--- src/rtl/blackjack_pkg.sv ---
// Shared constants and types for the blackjack card source: deck geometry,
// card values, dealer state encoding and the deck LFSR polynomial.
package blackjack_pkg;

    localparam int DECK_SIZE = 52;
    localparam int RANKS     = 13;

    localparam logic [3:0]  CARD_ACE  = 4'd1;
    localparam logic [3:0]  CARD_TEN  = 4'd10;
    localparam logic [15:0] LFSR_MASK = 16'hB400;

    typedef enum logic [1:0] {
        EMPTY   = 2'd0,
        INIT    = 2'd1,
        SHUFFLE = 2'd2,
        READY   = 2'd3
    } dealer_state_e;

    // Rank 0 is the ace; ranks 9..12 (ten, J, Q, K) all score as ten.
    function automatic logic [3:0] rank_value(input logic [3:0] rank);
        return (rank < 4'd9) ? rank + CARD_ACE : CARD_TEN;
    endfunction

    function automatic logic [5:0] pick_index(input logic [5:0] rnd, input logic [5:0] i);
        return 6'(({6'd0, rnd} * ({6'd0, i} + 12'd1)) >> 6);
    endfunction

endpackage

--- src/rtl/deck_lfsr.sv ---
// Free-running 16-bit Galois LFSR with seed load; a zero seed is replaced by
// SEED so the register can never lock up.
module deck_lfsr
    import blackjack_pkg::*;
#(
    parameter logic [15:0] SEED = 16'hACE1
) (
    input  logic        clk,
    input  logic        rst,
    input  logic        seed_load_i,
    input  logic [15:0] seed_i,
    output logic [5:0]  rnd_o
);

    logic [15:0] lfsr_q;
    logic [15:0] lfsr_d;

    always_comb begin
        lfsr_d = lfsr_q[0] ? ((lfsr_q >> 1) ^ LFSR_MASK) : (lfsr_q >> 1);
        if (seed_load_i) begin
            lfsr_d = (seed_i == 16'd0) ? SEED : seed_i;
        end
    end

    always_ff @(posedge clk) begin
        if (rst) begin
            lfsr_q <= SEED;
        end else begin
            lfsr_q <= lfsr_d;
        end
    end

    assign rnd_o = lfsr_q[5:0];

endmodule

--- src/rtl/card_dealer.sv ---
// Blackjack card source: builds a 52-card deck, Fisher-Yates shuffles it in
// place one swap per cycle, then serves one card per request.
module card_dealer
    import blackjack_pkg::*;
#(
    parameter logic [15:0] LFSR_SEED    = 16'hACE1,
    parameter int          RESHUFFLE_AT = 0
) (
    input  logic        clk,
    input  logic        rst,
    input  logic        shuffle_start,
    input  logic        seed_load,
    input  logic [15:0] seed_in,
    input  logic        card_req,
    output logic        card_valid,
    output logic [3:0]  card_value,
    output logic [5:0]  cards_left,
    output logic        deck_empty,
    output logic        busy,
    output logic        shuffle_done,
    output logic        low_deck
);

    localparam logic [5:0] LAST_IDX  = 6'(DECK_SIZE - 1);
    localparam logic [5:0] FULL_DECK = 6'(DECK_SIZE);
    localparam logic [3:0] LAST_RANK = 4'(RANKS - 1);

    dealer_state_e state_q;
    logic [3:0]    deck_q [DECK_SIZE];
    logic [5:0]    idx_q;
    logic [3:0]    rank_q;
    logic [5:0]    ptr_q;
    logic [5:0]    left_q;
    logic          valid_q;
    logic [3:0]    value_q;
    logic          busy_q;
    logic          done_q;
    logic [5:0]    rnd;
    logic [5:0]    swap_j;

    deck_lfsr #(
        .SEED (LFSR_SEED)
    ) u_lfsr (
        .clk         (clk),
        .rst         (rst),
        .seed_load_i (seed_load),
        .seed_i      (seed_in),
        .rnd_o       (rnd)
    );

    assign swap_j = pick_index(rnd, idx_q);

    // idx_q walks up through the deck while filling, then down as the swap index.
    always_ff @(posedge clk) begin
        if (state_q == INIT) begin
            deck_q[idx_q] <= rank_value(rank_q);
        end else if (state_q == SHUFFLE) begin
            deck_q[idx_q]  <= deck_q[swap_j];
            deck_q[swap_j] <= deck_q[idx_q];
        end
    end

    always_ff @(posedge clk) begin
        if (rst) begin
            state_q <= EMPTY;
            idx_q   <= '0;
            rank_q  <= '0;
            ptr_q   <= '0;
            left_q  <= '0;
            valid_q <= 1'b0;
            value_q <= '0;
            busy_q  <= 1'b0;
            done_q  <= 1'b0;
        end else begin
            valid_q <= 1'b0;
            done_q  <= 1'b0;
            case (state_q)
                EMPTY: begin
                    if (shuffle_start) begin
                        state_q <= INIT;
                        idx_q   <= '0;
                        rank_q  <= '0;
                        busy_q  <= 1'b1;
                    end
                end
                INIT: begin
                    rank_q <= (rank_q == LAST_RANK) ? 4'd0 : rank_q + 4'd1;
                    if (idx_q == LAST_IDX) begin
                        state_q <= SHUFFLE;
                    end else begin
                        idx_q <= idx_q + 6'd1;
                    end
                end
                SHUFFLE: begin
                    if (idx_q == 6'd1) begin
                        state_q <= READY;
                        busy_q  <= 1'b0;
                        done_q  <= 1'b1;
                        left_q  <= FULL_DECK;
                        ptr_q   <= '0;
                    end else begin
                        idx_q <= idx_q - 6'd1;
                    end
                end
                READY: begin
                    // A reshuffle request beats a simultaneous deal.
                    if (shuffle_start) begin
                        state_q <= INIT;
                        idx_q   <= '0;
                        rank_q  <= '0;
                        left_q  <= '0;
                        busy_q  <= 1'b1;
                    end else if (card_req && left_q != 6'd0) begin
                        valid_q <= 1'b1;
                        value_q <= deck_q[ptr_q];
                        ptr_q   <= ptr_q + 6'd1;
                        left_q  <= left_q - 6'd1;
                        if (left_q == 6'd1) begin
                            state_q <= EMPTY;
                        end
                    end
                end
                default: state_q <= EMPTY;
            endcase
        end
    end

    assign card_valid   = valid_q;
    assign card_value   = value_q;
    assign cards_left   = left_q;
    assign busy         = busy_q;
    assign shuffle_done = done_q;
    assign deck_empty   = (left_q == 6'd0) && !busy_q;
    assign low_deck     = (RESHUFFLE_AT != 0) && (int'(left_q) <= RESHUFFLE_AT);

endmodule
--- config.mk ---
export PLATFORM = sky130hd
export DESIGN_NAME = card_dealer
export DESIGN_NICKNAME = d
export VERILOG_FILES = /design/src/rtl/blackjack_pkg.sv /design/src/rtl/deck_lfsr.sv /design/src/rtl/card_dealer.sv
export SDC_FILE = /design/constraint.sdc
export NUM_CORES = 1
export LEC_CHECK = 0
export CAP_MARGIN = 25
export CELL_PAD_IN_SITES_DETAIL_PLACEMENT = 0
export CELL_PAD_IN_SITES_GLOBAL_PLACEMENT = 1
export CORE_ASPECT_RATIO = 2
export CORE_MARGIN = 2
export CORE_UTILIZATION = 47
export DETAILED_ROUTE_END_ITERATION = 16
export HOLD_SLACK_MARGIN = 0.03
export PLACE_DENSITY_LB_ADDON = 0.1
export SLEW_MARGIN = 15
export SYNTH_ARGS = -nofsm -noshare
export SYNTH_HDL_FRONTEND = slang
export SYNTH_SLANG_ARGS = --single-unit
--- constraint.sdc ---
create_clock -name clk -period 5.7 [get_ports clk]
set_clock_uncertainty 0.15 [all_clocks]
set_input_delay 1.425 -clock clk [delete_from_list [all_inputs] [get_ports clk]]
set_output_delay 1.425 -clock clk [all_outputs]
set_load 0.05 [all_outputs]
### Word level (Yosys, flattened, before mapping)

Memory sizes are Yosys's and may differ from the RTL's. A register that Yosys moved wholly into a read port is not among the register bits.
Index checks and enable logic that the tools add are counted.

| storage, ports and cells | value |
|---|---|
| memory bits (writable) | 208 |
| memories kept | 1 |
| logic and storage cells | 99 |
| bits of input ports | 21 |
| flip-flop bits (word level) | 43 |

| cells by class | value |
|---|---|
| $add $sub $neg | 6 |
| mux-type cells | 39 |
| $mul | 1 |
| eq/ne operators | 17 |
| bitwise logic cells | 5 |
| magnitude comparators | 1 |
| reduce and logical (&&, ||, !) cells | 20 |

Memories:

| name | words | width | rd ports | clocked after Yosys merged registers in | write ports | RTL line | RTL |
|---|---|---|---|---|---|---|---|
| deck_q | 52 | 4 | 3 | 2 | 2 | card_dealer.sv:29 | `logic [3:0] deck_q [DECK_SIZE];` |

Operator list:

| cell | count |
|---|---|
| $mux 6 | 11 |
| $mux 16 | 3 |
| $pmux 6 s2 | 2 |
| $pmux 6 s3 | 1 |
| $logic_not 16->1 | 1 |
| $mux 4 | 4 |
| $add 6x1->6 const B | 2 |
| $eq 6x1->1 const B | 2 |
| $mul 6x7->12 | 1 |
| $mux 2 | 6 |
| $reduce_and 3->1 | 4 |
| $sub 6x1->6 const B | 2 |
| $ne 2x2->1 const B | 5 |
| $mux 1 | 9 |
| $pmux 2 s4 | 1 |
| $pmux 4 s2 | 1 |
| $add 6x1->7 const B | 1 |
| $eq 6x6->1 const B | 1 |
| $logic_not 6->1 | 1 |
| $ne 2x1->1 const B | 3 |
| $ne 3x3->1 const B | 2 |
| $reduce_bool 2->1 | 3 |
| $reduce_bool 6->1 | 1 |
| $reduce_and 5->1 | 1 |
| 16 further kinds | 21 |

### Logic depth before layout (Yosys ltp)

| depth | value |
|---|---|
| word-level depth | 6 |
| mapped depth | 25 |

### Cells and area by module

A second synthesis with hierarchy kept.

| second synthesis, totals | value |
|---|---|
| cell total of the unflattened synthesis | 1565 |
| area, all modules | 18539.0 um2 |

Modules (own cells, without submodules):

| module | times used | area an instance (um2) | cells an instance |
|---|---|---|---|
| card_dealer | 1 | 17883.4 | 1506 |
| deck_lfsr | 1 | 655.6 | 59 |

### Least setup slack after synthesis

OpenSTA, ideal clock, no wires.

| timing path | value |
|---|---|
| path type | reg-to-reg |
| from | register idx_q[2] |
| to | memory deck_q[48][2] (data pin) |
| data arrival time | 5.703 ns |
| library setup time | 0.274 ns |
| path slack | -0.427 ns |
| stages on the path, launching flop included | 22 |
| data required time | 5.276 ns |
| cells stage by stage | dfxtp_1 > clkbuf_1 > nand3_1 > nor2_1 > xor2_1 > nand2_1 > fa_1 > fa_1 > fa_1 > inv_1 > ha_1 > buf_2 > a21o_1 > or3_1 > o21ai_1 > xnor2_1 > or2_1 > a2111oi_2 > a31o_2 > o41ai_4 > buf_6 > mux2i_1 |

RTL lines:

| what | RTL line | RTL |
|---|---|---|
| start: declaration | card_dealer.sv:30 | `logic [5:0] idx_q;` |
| start signal: assignment | card_dealer.sv:91 | `idx_q <= idx_q + 6'd1;` |
| start signal: assignment | card_dealer.sv:102 | `idx_q <= idx_q - 6'd1;` |
| end: declaration | card_dealer.sv:29 |  |

==> reports/metrics.cfg <==
[drt]
firstDrtPassIters = 6
wl_um = 75800
postRouteAntennaNets = 0
wl_per_cell_um = 30.4
first_iter_violations = 1317
viasPerCell = 6.55
vias = 16300
drcViolationCount = 0

[global_route]
grt_usage_pct = 36.1
grt_busiest_layer = met2
grt_max_degree = 45
antenna_found_initial = 0
grt_use_met2_pct = 65.3
grt_pass1_vias = 16800
grt_pass1_wl_um = 110000
grt_use_met1_pct = 34.7
use_met3_pct = 6.17
overflow = 0

[finish]
seq_area_um2 = 7330
final_common_cell = mux2i_1
fillCellCount = 3290
multiInputGateArea_um2 = 11100
area_delta_synth_final_pct = 26.6
layout_common_cells = 274 x mux2i_1, 268 x buf_4, 247 x nand2_1, 208 x edfxtp_1, 97 x mux4_2
final_area_um2 = 23900
drive_gt1_share_pct = 30.7
finalNetCount = 2023
fin_util_pct = 60.3

[cts]
cts.path.max_buffers = 3
cts_num_sinks = 261
clkLatencyLatePin_ps = 570
cts_tree = built
path_clk_slew_ps = 70
root_buffer = clkbuf_16
cts_buffers = 26
hold_buffers = 0
cts_max_level = 1

[synthesis]
ys_ff_latch = 261
ys_seq_area_share_pct = 38.8
synth_top_cell_by_area = edfxtp_1
yosys-top-cells-area = edfxtp_1 33%, mux2i_1 15%, mux4_2 12%, dfxtp_1 5.6%, nand2_1 5.0%
syn_nets = 1784
synth_top_area_share_pct = 33.1
synthFlopType = edfxtp_1
synth-edff-count = 208
synthArstFlopShare_pct = 0
synth_warnings = 0
syn_area_per_cell_um2 = 11.0
syn_area_um2 = 18900
syn_inst = 1711
yosysUniqueCellTypes = 75

[setup_path]
cpMaxStageDelayCell = fa_1
worstPathRequired_ps = 5930
crit_family = adder cells
crit_path_max_fanout = 11
critPathMostFrequentCell = buf_12
critPathKind = register to register
critPathArrivalTime_ps = 6280
critPathBufInv = 13
slowest_delay_ps = 520
endpoint_kind = register
start_kind = register

[outcome]
violations = negative setup slack
outcome = finished, violations left

[timing]
max_freq_mhz = 165
fin_tns_setup_ps = -47060
finalHoldViolCount = 0
rsz0062_at_grt = true
final-max-slew-violation-count = 0
post-route-period-util_pct = 106
holdWs_ps = 309
period_minus_slack_ps = 6050
relSlewSlack_pct = 27.0
worstMarginPinSlew_ps = 1090
setup_viol = 240
fin_ws_ps = -349

[place]
numPortBuffers = 34
place.gp.congestion = 1.02
post-place-ws_ps = -434
placed_area_um2 = 21800
dp_hpwl_um = 55400

[pwr]
total_leakage_power_nw = 9.74
power_density_nw_per_um2 = 622
ir_drop_mv = 0.386

[floorplanning]
initial_core_util_pct = 47.6
die_w_um = 146
rows = 103
die_area_um2 = 41800
core_area_um2 = 39600
die_h_um = 287
io_pins = 36

[min_path]
min_path_type = register to register

[flow_run]
cap_violations = 0

==> metrics by stage <==
| step | total power [W] | std cells |
|---|---|---|
| 3_3_place_gp | 0.0114 | 2402 |
| 4_1_cts | 0.0143 | 2483 |
| 2_1_floorplan | 0.00790 | 1711 |
| 6_report | 0.0148 | 2495 |
| 5_1_grt | 0.0154 | 2494 |
| 3_5_place_dp | 0.0115 | 2403 |
==> metal layers <==
| layer | share of wire, % | wire length [um] | vias up |
|---|---|---|---|
| met5 | 0 | 0 | - |
| met4 | 11 | 8310 | 0 |
| met3 | 6.9 | 5230 | 379 |
| met2 | 52 | 39400 | 892 |
| met1 | 30 | 22900 | 8003 |
| li1 | - | - | 7057 |
==> repair_timing <==
action,4_1_cts,5_1_grt
endpoints found under the hold margin,0,0
gates resized for setup,86,47
pin swaps,31,30
setup buffers,27,14
endpoints found under the setup margin,340,310
cloned,11,2
==> final timing paths <==
kind	start	endpoint	slack, ps	cells past startpoint
worst min register to register	u_lfsr.lfsr_q[6]	u_lfsr.lfsr_q[5]	310	2
worst max-delay path	idx_q[1]	deck_q[50][0]	-350	27
worst min-delay path	u_lfsr.lfsr_q[6]	u_lfsr.lfsr_q[5]	310	2
worst max register to register	idx_q[1]	deck_q[50][0]	-350	27
==> cell usage after synthesis (all sizes together) (13+ instances only) <==
cell / number
mux2i: 280
nand2: 250
edfxtp: 208
mux4: 97
clkbuf: 93
buf: 70
o21ai: 65
nor2: 60
dfxtp: 53
o22ai: 51
a21oi: 41
nand3: 41
a32oi: 40
inv: 38
ha: 33
a31oi: 28
o211ai: 26
o221ai: 26
and2: 24
a211oi: 23
fa: 19
nand2b: 16
xnor2: 13
==> worst register-to-register path, cell delays in order (launching register included) <==
cell     delay (ps)
dfxtp_4         370
buf_12          100
buf_8           140
inv_2            60
ha_4            330
nand2_1          90
fa_1            520
fa_1            520
inv_1            50
fa_1            520
ha_4            210
a21o_1          200
a31o_4          220
buf_6           120
xnor2_4         170
buf_12          170
buf_12          160
buf_4           170
buf_6           150
buf_4           140
nand2_1          50
a32oi_1         220
nand3_1         160
nor4b_4         180
buf_12          160
buf_12          130
buf_12          120
o31ai_2         270
==> flip-flops by register name, indices dropped and copies added, names as in the netlist, named ones only <==
| register | count |
|---|---|
| deck_q | 208 |
| u_lfsr.lfsr_q | 16 |
| cards_left | 6 |
| idx_q | 6 |
| ptr_q | 6 |
| card_value | 4 |
| rank_q | 4 |
| state_q | 2 |
| busy | 1 |
| card_valid | 1 |
| shuffle_done | 1 |
==> power breakdown <==
part / leakage [nW] / internal [W] / switching [W] / total, W
combinational: 7.00 / 0.00463 / 0.00586 / 0.0105
clock: 0.406 / 0.000894 / 0.000812 / 0.00171
sequential: 2.34 / 0.00244 / 0.000219 / 0.00266
==> kinds of logic (layout without fill, tap and decap cells) <==
family                   after synthesis  count (layout)  synth area share, %
adder cells (fa/ha/maj)               52              52                 4.21
AND/OR/NAND/NOR                      457             457                 11.1
buffers and inverters                201             459                 4.88
flip-flops                           261             261                 38.8
XOR/XNOR                              22              22                 1.19
multiplexers                         381             381                 26.7
AO/OA/AOI/OAI                        336             336                 13.1
other                                  1               2               0.0199
==> final cells by class <==
class	count	area share (%)
tap	525	2.75
timing repair buffer	374	15.8
antenna	1	0.0105
clock inverter	17	0.435
multi-input combinational	1249	46.7
inverter	38	0.598
sequential	261	30.7
clock buffer	30	2.96
(Power assumes the default switching activity.)
